[src/rtl/fft_host_ctrl.sv]
// fft_host_ctrl: sequences one FFT frame through an external FFT core.
// Loads N_POINTS samples from the s stream, waits for the core to finish,
// then reads the result RAM through a 2-entry buffer onto the m stream.
// Outputs are forced low while rst_i is high so the reset values hold
// even before the first reset edge has cleared the state.

module fft_host_ctrl #(
  parameter int N_POINTS = 16,
  parameter int DATA_W   = 32
) (
  input  logic                        clk_i,
  input  logic                        rst_i,
  input  logic                        s_valid_i,
  input  logic [DATA_W-1:0]           s_data_i,
  output logic                        s_ready_o,
  output logic                        fft_start_o,
  output logic                        fft_wr_o,
  output logic [DATA_W-1:0]           fft_wdata_o,
  output logic                        fft_end_samples_o,
  input  logic                        fft_done_i,
  output logic                        fft_read_ram_o,
  output logic [$clog2(N_POINTS)-1:0] ram_addr_o,
  input  logic [DATA_W-1:0]           ram_rdata_i,
  output logic                        m_valid_o,
  output logic [DATA_W-1:0]           m_data_o,
  input  logic                        m_ready_i,
  output logic                        busy_o,
  output logic                        frame_done_o
);

  localparam int ADDR_W = $clog2(N_POINTS);
  localparam logic [ADDR_W:0]   LAST_CNT  = (ADDR_W+1)'(N_POINTS - 1);
  localparam logic [ADDR_W-1:0] LAST_ADDR = ADDR_W'(N_POINTS - 1);
  localparam logic [ADDR_W:0]   CNT_ONE   = (ADDR_W+1)'(1);
  localparam logic [ADDR_W-1:0] ADDR_ONE  = ADDR_W'(1);

  typedef enum logic [2:0] {
    IDLE      = 3'd0,
    LOAD      = 3'd1,
    WAIT_DONE = 3'd2,
    READOUT   = 3'd3,
    DRAIN     = 3'd4
  } state_t;

  state_t              state_q;
  logic [ADDR_W:0]     smp_cnt_q;     // samples accepted in this frame
  logic [ADDR_W:0]     out_cnt_q;     // results handed downstream
  logic [ADDR_W-1:0]   addr_q;        // next result RAM read address
  logic                inflight_q;    // a read was issued last cycle
  logic [DATA_W-1:0]   fifo_mem_q [2];
  logic                fifo_wr_ptr_q;
  logic                fifo_rd_ptr_q;
  logic [1:0]          fifo_cnt_q;
  logic [1:0]          fifo_cnt_d;

  logic                load_phase_s;
  logic                read_phase_s;
  logic                s_fire_s;
  logic                m_valid_s;
  logic                m_fire_s;
  logic                push_s;
  logic [1:0]          occ_s;
  logic                issue_s;
  logic                last_result_s;

  assign load_phase_s  = (state_q == IDLE) || (state_q == LOAD);
  assign read_phase_s  = (state_q == READOUT) || (state_q == DRAIN);

  // s stream handshake: the sample goes straight through to the core
  assign s_ready_o         = !rst_i && load_phase_s;
  assign s_fire_s          = s_valid_i && s_ready_o;
  assign fft_wr_o          = s_fire_s;
  assign fft_wdata_o       = s_fire_s ? s_data_i : {DATA_W{1'b0}};
  assign fft_start_o       = s_fire_s && (state_q == IDLE);
  assign fft_end_samples_o = s_fire_s && (smp_cnt_q == LAST_CNT);

  // m stream is driven from the buffer head
  assign m_valid_s = !rst_i && (fifo_cnt_q != 2'd0);
  assign m_valid_o = m_valid_s;
  assign m_data_o  = m_valid_s ? fifo_mem_q[fifo_rd_ptr_q] : {DATA_W{1'b0}};
  assign m_fire_s  = m_valid_s && m_ready_i;

  // Occupancy after this cycle's pop plus the read already in flight; a new
  // read is only launched if its data is guaranteed a free slot.
  assign push_s  = inflight_q;
  assign occ_s   = fifo_cnt_q - {1'b0, m_fire_s} + {1'b0, inflight_q};
  assign issue_s = !rst_i && (state_q == READOUT) && (occ_s < 2'd2);

  assign last_result_s  = m_fire_s && (state_q == DRAIN) && (out_cnt_q == LAST_CNT);
  assign frame_done_o   = last_result_s;
  assign fft_read_ram_o = !rst_i && read_phase_s;
  assign ram_addr_o     = rst_i ? {ADDR_W{1'b0}} : addr_q;
  assign busy_o         = !rst_i && (state_q != IDLE);

  // Next buffer occupancy from simultaneous push and pop
  always_comb begin
    fifo_cnt_d = fifo_cnt_q;
    case ({push_s, m_fire_s})
      2'b10:   fifo_cnt_d = fifo_cnt_q + 2'd1;
      2'b01:   fifo_cnt_d = fifo_cnt_q - 2'd1;
      default: fifo_cnt_d = fifo_cnt_q;
    endcase
  end

  // Frame FSM, counters, read pipeline and result buffer
  always_ff @(posedge clk_i) begin
    if (rst_i) begin
      state_q       <= IDLE;
      smp_cnt_q     <= '0;
      out_cnt_q     <= '0;
      addr_q        <= '0;
      inflight_q    <= 1'b0;
      fifo_mem_q[0] <= '0;
      fifo_mem_q[1] <= '0;
      fifo_wr_ptr_q <= 1'b0;
      fifo_rd_ptr_q <= 1'b0;
      fifo_cnt_q    <= 2'd0;
    end else begin
      case (state_q)
        IDLE: begin
          if (s_fire_s) begin
            smp_cnt_q <= CNT_ONE;
            state_q   <= LOAD;
          end
        end
        LOAD: begin
          if (s_fire_s) begin
            if (smp_cnt_q == LAST_CNT) begin
              smp_cnt_q <= '0;
              state_q   <= WAIT_DONE;
            end else begin
              smp_cnt_q <= smp_cnt_q + CNT_ONE;
            end
          end
        end
        WAIT_DONE: begin
          if (fft_done_i) begin
            addr_q    <= '0;
            out_cnt_q <= '0;
            state_q   <= READOUT;
          end
        end
        READOUT: begin
          if (issue_s) begin
            addr_q <= addr_q + ADDR_ONE;
            if (addr_q == LAST_ADDR) begin
              state_q <= DRAIN;
            end
          end
        end
        DRAIN: begin
          if (last_result_s) begin
            state_q <= IDLE;
          end
        end
        default: state_q <= IDLE;
      endcase

      inflight_q <= issue_s;

      if (last_result_s) begin
        out_cnt_q <= '0;
      end else if (m_fire_s && read_phase_s) begin
        out_cnt_q <= out_cnt_q + CNT_ONE;
      end

      if (push_s) begin
        fifo_mem_q[fifo_wr_ptr_q] <= ram_rdata_i;
        fifo_wr_ptr_q             <= ~fifo_wr_ptr_q;
      end
      if (m_fire_s) begin
        fifo_rd_ptr_q <= ~fifo_rd_ptr_q;
      end
      fifo_cnt_q <= fifo_cnt_d;
    end
  end

endmodule

[config.mk]
export PLATFORM = sky130hd
export DESIGN_NAME = fft_host_ctrl
export DESIGN_NICKNAME = d
export VERILOG_FILES = /design/src/rtl/fft_host_ctrl.sv
export SDC_FILE = /design/constraint.sdc
export NUM_CORES = 1
export LEC_CHECK = 0
export BUFFER_PORTS_ARGS = -buffer_cell sky130_fd_sc_hd__buf_4
export CAP_MARGIN = 20
export CORE_ASPECT_RATIO = 1.2
export CORE_MARGIN = 2
export CORE_UTILIZATION = 46
export CTS_CLUSTER_DIAMETER = 150
export DETAILED_ROUTE_END_ITERATION = 6
export PLACE_DENSITY = 0.78
export RECOVER_POWER = 50
export SYNTH_ARGS = -nofsm -noshare
export SYNTH_HDL_FRONTEND = slang
export SYNTH_SLANG_ARGS = --single-unit
[constraint.sdc]
create_clock -name clk_i -period 2.3 [get_ports clk_i]
set_input_delay 0.345 -clock clk_i [delete_from_list [all_inputs] [get_ports clk_i]]
set_output_delay 0.345 -clock clk_i [all_outputs]
set_load 0.03 [all_outputs]
==> results.ini, run 1 <==
[detailed_routing]
wl_per_cell_um = 14.4
first_iter_violations = 112
viasPerCell = 5.10
drt_pass1_iterations = 4
ant_nets = 0
route.detailed.drc = 0
wirelength_um = 9700
vias = 3434

[critical_path]
critPathKind = flop to primary output
crit_path_frequent_cell = buf_4
critPathBufInv = 2
crit_path_end_kind = primary output
cp_max_fo = 35
critical-path-top-delay-family = simple AND/OR/NAND/NOR gates
cp.arrival_ns = 1.74
r2r_slack_ns = 0.29
slowest_stage = dfxtp_1
start_kind = flop
crit_required_ns = 1.96
worstPathCellList = nor3_4 -> buf_4 -> and3_1 -> buf_4
critPathMaxStageDelay_ns = 0.43

[die]
die_area_um2 = 10400
rows = 39
dieHeight_um = 111
start_util_pct = 46.9
core-area_um2 = 9420
chipWidth_um = 93.5
io-pin-count = 145

[worst_hold_path]
hold_class = input port to flop

[placed_design]
dp_hpwl_um = 6960
place_area_um2 = 5630
portBuffers = 144
place.gp.congestion = 0.883

[pwr]
total_leakage_power_uw = 0.00251
ir_worst_vdd_v = 0.000418
power_density_nw_per_um2 = 700
pwr-share-clk_pct = 37.7
p_comb_share_pct = 18.7
swShare_pct = 25.6
p_switching_uw = 1060
internal_power_uw = 3090
p_total_uw = 4150
sequentialPowerShare_pct = 43.6

[sta]
period_needed_ns = 2.08
final-hold-violation-count = 0
setup_viol = 0
fin_worst_skew_ns = 0.00673
final.setup.tns_ns = 0
whs_ns = 0.294
slew_headroom_pct = 36.1
worst_slew_pin_slew_ns = 0.956
max_freq_mhz = 481
fin_crit_sh_pct = 90.5
rsz0062_at_grt = false
maxSlewViolCount = 0

[synth]
synth_top_area_share_pct = 43.5
syn_inst = 410
ys_warn_count = 0
synthesis.nets = 483
yosysMostFrequentCell = and2_1
ys_types = 54
syn_area_um2 = 4420
yosys_register_bits = 87
yosysTopAreaCell = edfxtp_1
synth_area_leaders = edfxtp_1, dfxtp_1, and2_1
ys_seq_area_share_pct = 53.9
synth_edf_count = 64
synth-async-reset-ratio_pct = 0
avgSynthCellArea_um2 = 10.8
synth_top_flop_cell = edfxtp_1
synth_common_cells = and2_1, edfxtp_1, nor2_1

[clock_network]
htreeDepth = 3
cts_buffers = 9
clk_pin_slew_ns = 0.06
clockBufferDepth = 2
cts_tree = yes
insertion_delay_ns = 0.33
cts_root_buf = clkbuf_16
cts_hold_buffers = 0
cts.sinks = 87

[grt]
grt_max_degree = 39
grt-ovfl-total = 0
grt_pass1_wl_um = 15400
antenna_found_initial = 0
grt_usage_pct = 19.1
grt_pass1_vias = 3457

[cells_and_area]
final_nets = 618
diodes = 0
drive_gt1_share_pct = 32.4
area_delta_synth_final_pct = 34.2
stdcell_area_um2 = 5930
fin_util_pct = 62.9

[flow_run]
drv_cap = 0

[status]
outcome = finished clean

[worst reg2reg max path, stage by stage (launching register included)]
cell and delay [ns]:
dfxtp_1 0.37, ha_1 0.21, and3_1 0.17, ha_1 0.13
nand2_1 0.06, o21ai_0 0.17, and4b_4 0.28, a21boi_4 0.20
mux2_4 0.31
[metal layers]
metal  GRT usage [%]  share of wire (%)  vias up
li1                -                  -     1706
met1            21.6                 39     1590
met2            33.9                 53      134
met3            5.21                6.8        4
met4            7.65               0.72        0
met5               0                  0        -
[flip-flops by register name, indices dropped and copies added, names as in the netlist, named ones only]
| signal | cells |
|---|---|
| fifo_mem_q | 64 |
| out_cnt_q | 5 |
| smp_cnt_q | 5 |
| addr_q | 4 |
| state_q | 3 |
| fifo_cnt_q | 2 |
| fifo_rd_ptr_q | 1 |
| fifo_wr_ptr_q | 1 |
| inflight_q | 1 |
[cells in the final DEF (no fill, tap or decap), drive strengths merged, types with 2 or more instances in the layout]
cell type	instances
o21ai	8
a31oi	5
a21oi	13
edfxtp	64
buf	144
xnor2	3
clkbuf	20
inv	11
nor3b	4
nor2b	9
and3	35
ha	4
nand2	13
dfxtp	23
nand2b	4
and2	67
nor3	7
nor2	49
mux2i	33
or2	2
nand3	5
and4b	2
nand3b	2
o21bai	2
mux2	3
[repair_timing]
item,CTS,global route
buffers inserted,0,0
setup endpoints to repair,0,1
resized for setup,0,2
[power groups by stage]
stage	clock (uW)	combinational (uW)	sequential, uW
6_report	1570	777	1810
3_3_place_gp	0	770	1840
5_1_grt	1650	839	1820
2_1_floorplan	0	546	1800
4_1_cts	1600	790	1810
3_5_place_dp	0	787	1840
[cells by family after synthesis]
kind of cell    synth area share, %
compound gates                 5.58
xor+xnor                      0.793
fa+ha+maj                      1.13
buf+inv                        3.57
flops                          53.9
mux                            8.33
simple gates                   26.7
[worst paths after layout]
check                                  from                         endpoint  cells after the start
setup / recovery    state_q[2]$_SDFFE_PP0P_                   fft_wdata_o[2]                      4
hold reg to reg   smp_cnt_q[4]$_SDFFE_PP0P_        smp_cnt_q[4]$_SDFFE_PP0P_                      1
hold / removal              ram_rdata_i[31]  fifo_mem_q[0][31]$_SDFFCE_PN0P_                      2
setup reg to reg  out_cnt_q[0]$_SDFFE_PP0P_          state_q[1]$_SDFFE_PP0P_                      8
[stage by stage]
step,cells,setup slack [ns]
6_report,673,0.220
5_1_grt,673,0.0755
4_1_cts,673,0.00192
3_5_place_dp,657,0.335
3_3_place_gp,657,0.414
2_1_floorplan,410,0.314
[area by class of cell]
class / instances / area, um^2
inverter: 10 / 37.5
sequential: 87 / 2380
multi-input combinational: 286 / 1890
tap: 123 / 154
fill: 721 / 3490
clock inverter: 3 / 43.8
clock buffer: 13 / 293
timing repair buffer: 151 / 1120
No activity file was read; power rests on OpenSTA's default activity.
==> run 2: changes to the inputs <==
--- a/config.mk
+++ b/config.mk
@@ -13,7 +13,6 @@
 export CTS_CLUSTER_DIAMETER = 150
 export DETAILED_ROUTE_END_ITERATION = 6
 export PLACE_DENSITY = 0.78
-export RECOVER_POWER = 50
 export SYNTH_ARGS = -nofsm -noshare
 export SYNTH_HDL_FRONTEND = slang
 export SYNTH_SLANG_ARGS = --single-unit
==> run 2 against run 1 <==
  * Count of clock-buffer cells in the layout stayed put
  * Wire length increased by 0.15%
  * Core utilization up 0.41 points
  * Global-route usage is the same
==> results.ini, run 2 (synthesis gave the netlist of run 1 again) <==
[cells_and_area]
drive_gt1_share_pct = 34.4
layout_commonest_cell = buf_4
final_cells = 673
largest-register = fifo_mem_q
final_nets = 618
fillers = 717
multi_input_area_um2 = 1910
largest_reg_flops = 64
reg.largest.list = fifo_mem_q (64), out_cnt_q (5), smp_cnt_q (5)
mostFrequentLayoutCells = buf_4, and2_1, edfxtp_1
seqCellArea_um2 = 2380
diodes = 0
area_delta_synth_final_pct = 35.1

[die]
rows = 39
start_util_pct = 46.9
core-area_um2 = 9420
io-pin-count = 145
dieHeight_um = 111
die_area_um2 = 10400
chipWidth_um = 93.5

[clock_network]
clockBufferDepth = 2
clk_pin_slew_ns = 0.06
insertion_delay_ns = 0.33
cts_setup_buffers = 0
cts_tree = yes
cts.sinks = 87
htreeDepth = 3
cts-resized-gates = 0
cts_hold_buffers = 0
cts_buffers = 9
cts_root_buf = clkbuf_16

[sta]
fin_ws_ns = 0.214
worst_slew_pin_slew_ns = 0.973
final.setup.tns_ns = 0
fin_crit_sh_pct = 90.7
final-hold-violation-count = 0
setup_viol = 0
slew_headroom_pct = 35.0
rsz0062_at_grt = false
fin_worst_skew_ns = 0.00591
max_freq_mhz = 479
maxSlewViolCount = 0
period_needed_ns = 2.09

[critical_path]
cp.arrival_ns = 1.74
r2r_cells = 6
crit_required_ns = 1.96
crit_path_frequent_cell = buf_4
critPathMaxStageDelay_ns = 0.43
cp_max_fo = 35
crit_path_end_kind = primary output
critPathKind = flop to primary output
start_kind = flop
slowest_stage = dfxtp_1
worstPathCellList = nor3_4 -> buf_4 -> and3_1 -> buf_4

[status]
outcome = finished clean

[detailed_routing]
vias = 3411
wl_per_cell_um = 14.4
wirelength_um = 9710
ant_nets = 0
viasPerCell = 5.07
drt_pass1_iterations = 5
first_iter_violations = 92
route.detailed.drc = 0

[placed_design]
portBuffers = 144
dp_hpwl_um = 6960
dpl.cell_count = 657
pre_cts_slack_ns = 0.335
place.gp.congestion = 0.883

[worst_hold_path]
hold_class = input port to flop
whs_path_depth = 2

[flow_run]
drv_cap = 0

[pwr]
ir_worst_vdd_v = 0.000416
power_density_nw_per_um2 = 698
total_leakage_power_uw = 0.00256

[grt]
grt_pass1_vias = 3457
grt-ovfl-total = 0
grt_pass1_wl_um = 15400
grt_max_degree = 39
grt_usage_pct = 19.1
antenna_found_initial = 0

## run 2: metrics by stage
step / utilization (%) / total power [uW] / hold slack (ns) / cell area [um^2]
floorplan: - / 2340 / 0.444 / 4420
global placement: 59.7 / 2610 / 0.462 / 5630
detailed placement: 59.7 / 2630 / 0.462 / 5630
CTS: 63.3 / 4200 / 0.279 / 5960
global route: 63.4 / 4320 / 0.285 / 5970
finish: 63.4 / 4160 / 0.293 / 5970
## run 2: path summary, 6_finish.rpt
check / slack [ns] / endpoint / from
max: 0.21 / fft_wdata_o[2] / state_q[2]$_SDFFE_PP0P_
min: 0.29 / fifo_mem_q[0][31]$_SDFFCE_PN0P_ / ram_rdata_i[31]
max reg2reg: 0.33 / state_q[1]$_SDFFE_PP0P_ / smp_cnt_q[0]$_SDFFE_PP0P_
min reg2reg: 0.47 / smp_cnt_q[4]$_SDFFE_PP0P_ / smp_cnt_q[4]$_SDFFE_PP0P_
## run 2: final cells by class
class	instances	share of cell area, %
Timing Repair Buffer	151	19.2
Inverter	10	0.629
Multi-Input combinational cell	286	32.0
Sequential cell	87	40.0
Clock buffer	13	4.91
Clock inverter	3	0.734
Tap cell	123	2.58
## run 2: worst max-delay path, delay by kind of cell, from the launching register on
kind,cells,cell delay (ns)
buffers and inverters,2,0.47
flip-flops,1,0.43
AND/OR/NAND/NOR,2,0.50
## run 2: routing by layer
layer | wire length (um) | GRT usage, %
met2 | 5150 | 33.9
met5 | 0 | 0
met4 | 70 | 7.65
met3 | 660 | 5.21
met1 | 3830 | 21.6
## run 2: power breakdown
| group | switching [uW] | leakage (uW) | internal [uW] |
|---|---|---|---|
| Combinational | 443 | 0.00155 | 346 |
| Sequential | 60.5 | 0.000848 | 1750 |
| Clock | 563 | 0.000163 | 1000 |
| Total | 1070 | 0.00256 | 3100 |
==> run 3: changes to the inputs <==
--- a/config.mk
+++ b/config.mk
@@ -12,7 +12,7 @@
 export CORE_UTILIZATION = 46
 export CTS_CLUSTER_DIAMETER = 150
 export DETAILED_ROUTE_END_ITERATION = 6
-export PLACE_DENSITY = 0.78
+export PLACE_DENSITY = 0.77
 export SYNTH_ARGS = -nofsm -noshare
 export SYNTH_HDL_FRONTEND = slang
 export SYNTH_SLANG_ARGS = --single-unit
==> run 3 against run 2 <==
  * Core utilization down 0.78 points
  * Worst hold slack worse by 0.0034 ns
  * Setup slack worse by 0.039 ns
  * First-iteration DRC count up 15%
  * Non-clock buffer count down 1
  * Design area down 1.2%
  * Flip-flop and latch count unchanged
  * Critical path depth unchanged
  * Register-to-register slack about the same
  * Largest cell class unchanged
  * Largest power group unchanged
==> results.ini, run 3 (synthesis gave the netlist of run 1 again) <==
[status]
outcome = finished clean

[detailed_routing]
drt_pass1_iterations = 4
vias = 3477
wirelength_um = 9530
first_iter_violations = 106
viasPerCell = 5.17
route.detailed.drc = 0
wl_per_cell_um = 14.2
ant_nets = 0

[worst_hold_path]
hold_class = input port to flop
whs_path_depth = 2

[sta]
setup_viol = 0
rsz0062_at_grt = false
slew_headroom_pct = 35.4
worst_slew_pin_slew_ns = 0.967
final-hold-violation-count = 0
max_freq_mhz = 470
fin_crit_sh_pct = 92.4
period_needed_ns = 2.13
whs_ns = 0.290
final.setup.tns_ns = 0
fin_worst_skew_ns = 0.00923
maxSlewViolCount = 0

[clock_network]
clk_pin_slew_ns = 0.06
insertion_delay_ns = 0.34
cts.sinks = 87
cts_tree = yes
cts_root_buf = clkbuf_16
cts_buffers = 9
cts_hold_buffers = 0
htreeDepth = 3
clockBufferDepth = 2

[critical_path]
crit_required_ns = 1.96
worstPathCellList = nor2b_2 -> nand2_1 -> a21oi_1 -> buf_4
cp.arrival_ns = 1.78
cp_max_fo = 10
critPathBufInv = 1
r2r_slack_ns = 0.34
slowest_stage = dfxtp_1
r2r_cells = 8
critPathKind = flop to primary output
critPathMaxStageDelay_ns = 0.57
start_kind = flop
crit_cells = 4
crit_path_end_kind = primary output
critical-path-top-delay-family = flip-flops

[placed_design]
place_area_um2 = 5620
place.gp.congestion = 0.835
portBuffers = 144
dp_hpwl_um = 6750

[pwr]
power_density_nw_per_um2 = 659
ir_worst_vdd_v = 0.000423
p_total_uw = 3880
total_leakage_power_uw = 0.00252

[cells_and_area]
stdcell_area_um2 = 5890
largest_reg_flops = 64
final_nets = 617
mostFrequentLayoutCells = buf_4, and2_1, edfxtp_1
largest-register = fifo_mem_q
layout_commonest_cell = buf_4
area_delta_synth_final_pct = 33.4
drive_gt1_share_pct = 33.9
diodes = 0
reg.largest.list = fifo_mem_q (64), out_cnt_q (5), smp_cnt_q (5)

[die]
die_area_um2 = 10400
start_util_pct = 46.9
chipWidth_um = 93.5
io-pin-count = 145
dieHeight_um = 111
rows = 39
core-area_um2 = 9420

[grt]
grt_pass1_wl_um = 15600
use_met2_pct = 32.6
antenna_found_initial = 0
grt_pass1_vias = 3411
grt-ovfl-total = 0
grt_usage_pct = 19.0
met3_usage_pct = 5.55
met1_usage_pct = 22.8
grt_max_degree = 39
grt-busiest-layer = met2

[flow_run]
drv_cap = 0

-- run 3: report_power, final --
part / internal (uW) / switching, uW
Clock: 725 / 567
Sequential: 1750 / 51.9
Combinational: 345 / 448
-- run 3: per-stage QoR --
stage               cells  utilization (%)  worst slack (ns)
floorplan             410                -             0.314
global placement      656             59.7             0.400
detailed placement    656             59.7             0.338
CTS                   672             62.5            0.0817
global route          672             62.6            0.0129
finish                672             62.6             0.174
-- run 3: per-layer routing --
metal / routed length [um] / vias to the layer above
met5: 0 / -
met4: 116 / 0
met3: 698 / 8
met2: 4850 / 135
met1: 3860 / 1624
li1: - / 1710
-- run 3: cell type report --
cell class | count | area [um^2]
clock inverters | 6 | 37.5
repair buffers | 150 | 1150
inverters | 10 | 37.5
well taps | 123 | 154
multi-input cells | 286 | 1900
clock buffers | 10 | 229
fillers | 757 | 3520
flip-flops and latches | 87 | 2380
-- run 3: path summary, 6_finish.rpt --
path	start	to
worst max register to register	out_cnt_q[0]$_SDFFE_PP0P_	state_q[1]$_SDFFE_PP0P_
worst max-delay path	state_q[1]$_SDFFE_PP0P_	fft_read_ram_o
worst min-delay path	ram_rdata_i[1]	fifo_mem_q[0][1]$_SDFFCE_PN0P_
worst min register to register	smp_cnt_q[1]$_SDFFE_PP0P_	smp_cnt_q[1]$_SDFFE_PP0P_
-- run 3: what timing repair did --
item	CTS	global route
setup buffers	0	0
gates resized for setup	0	1
endpoints found under the setup margin	0	1
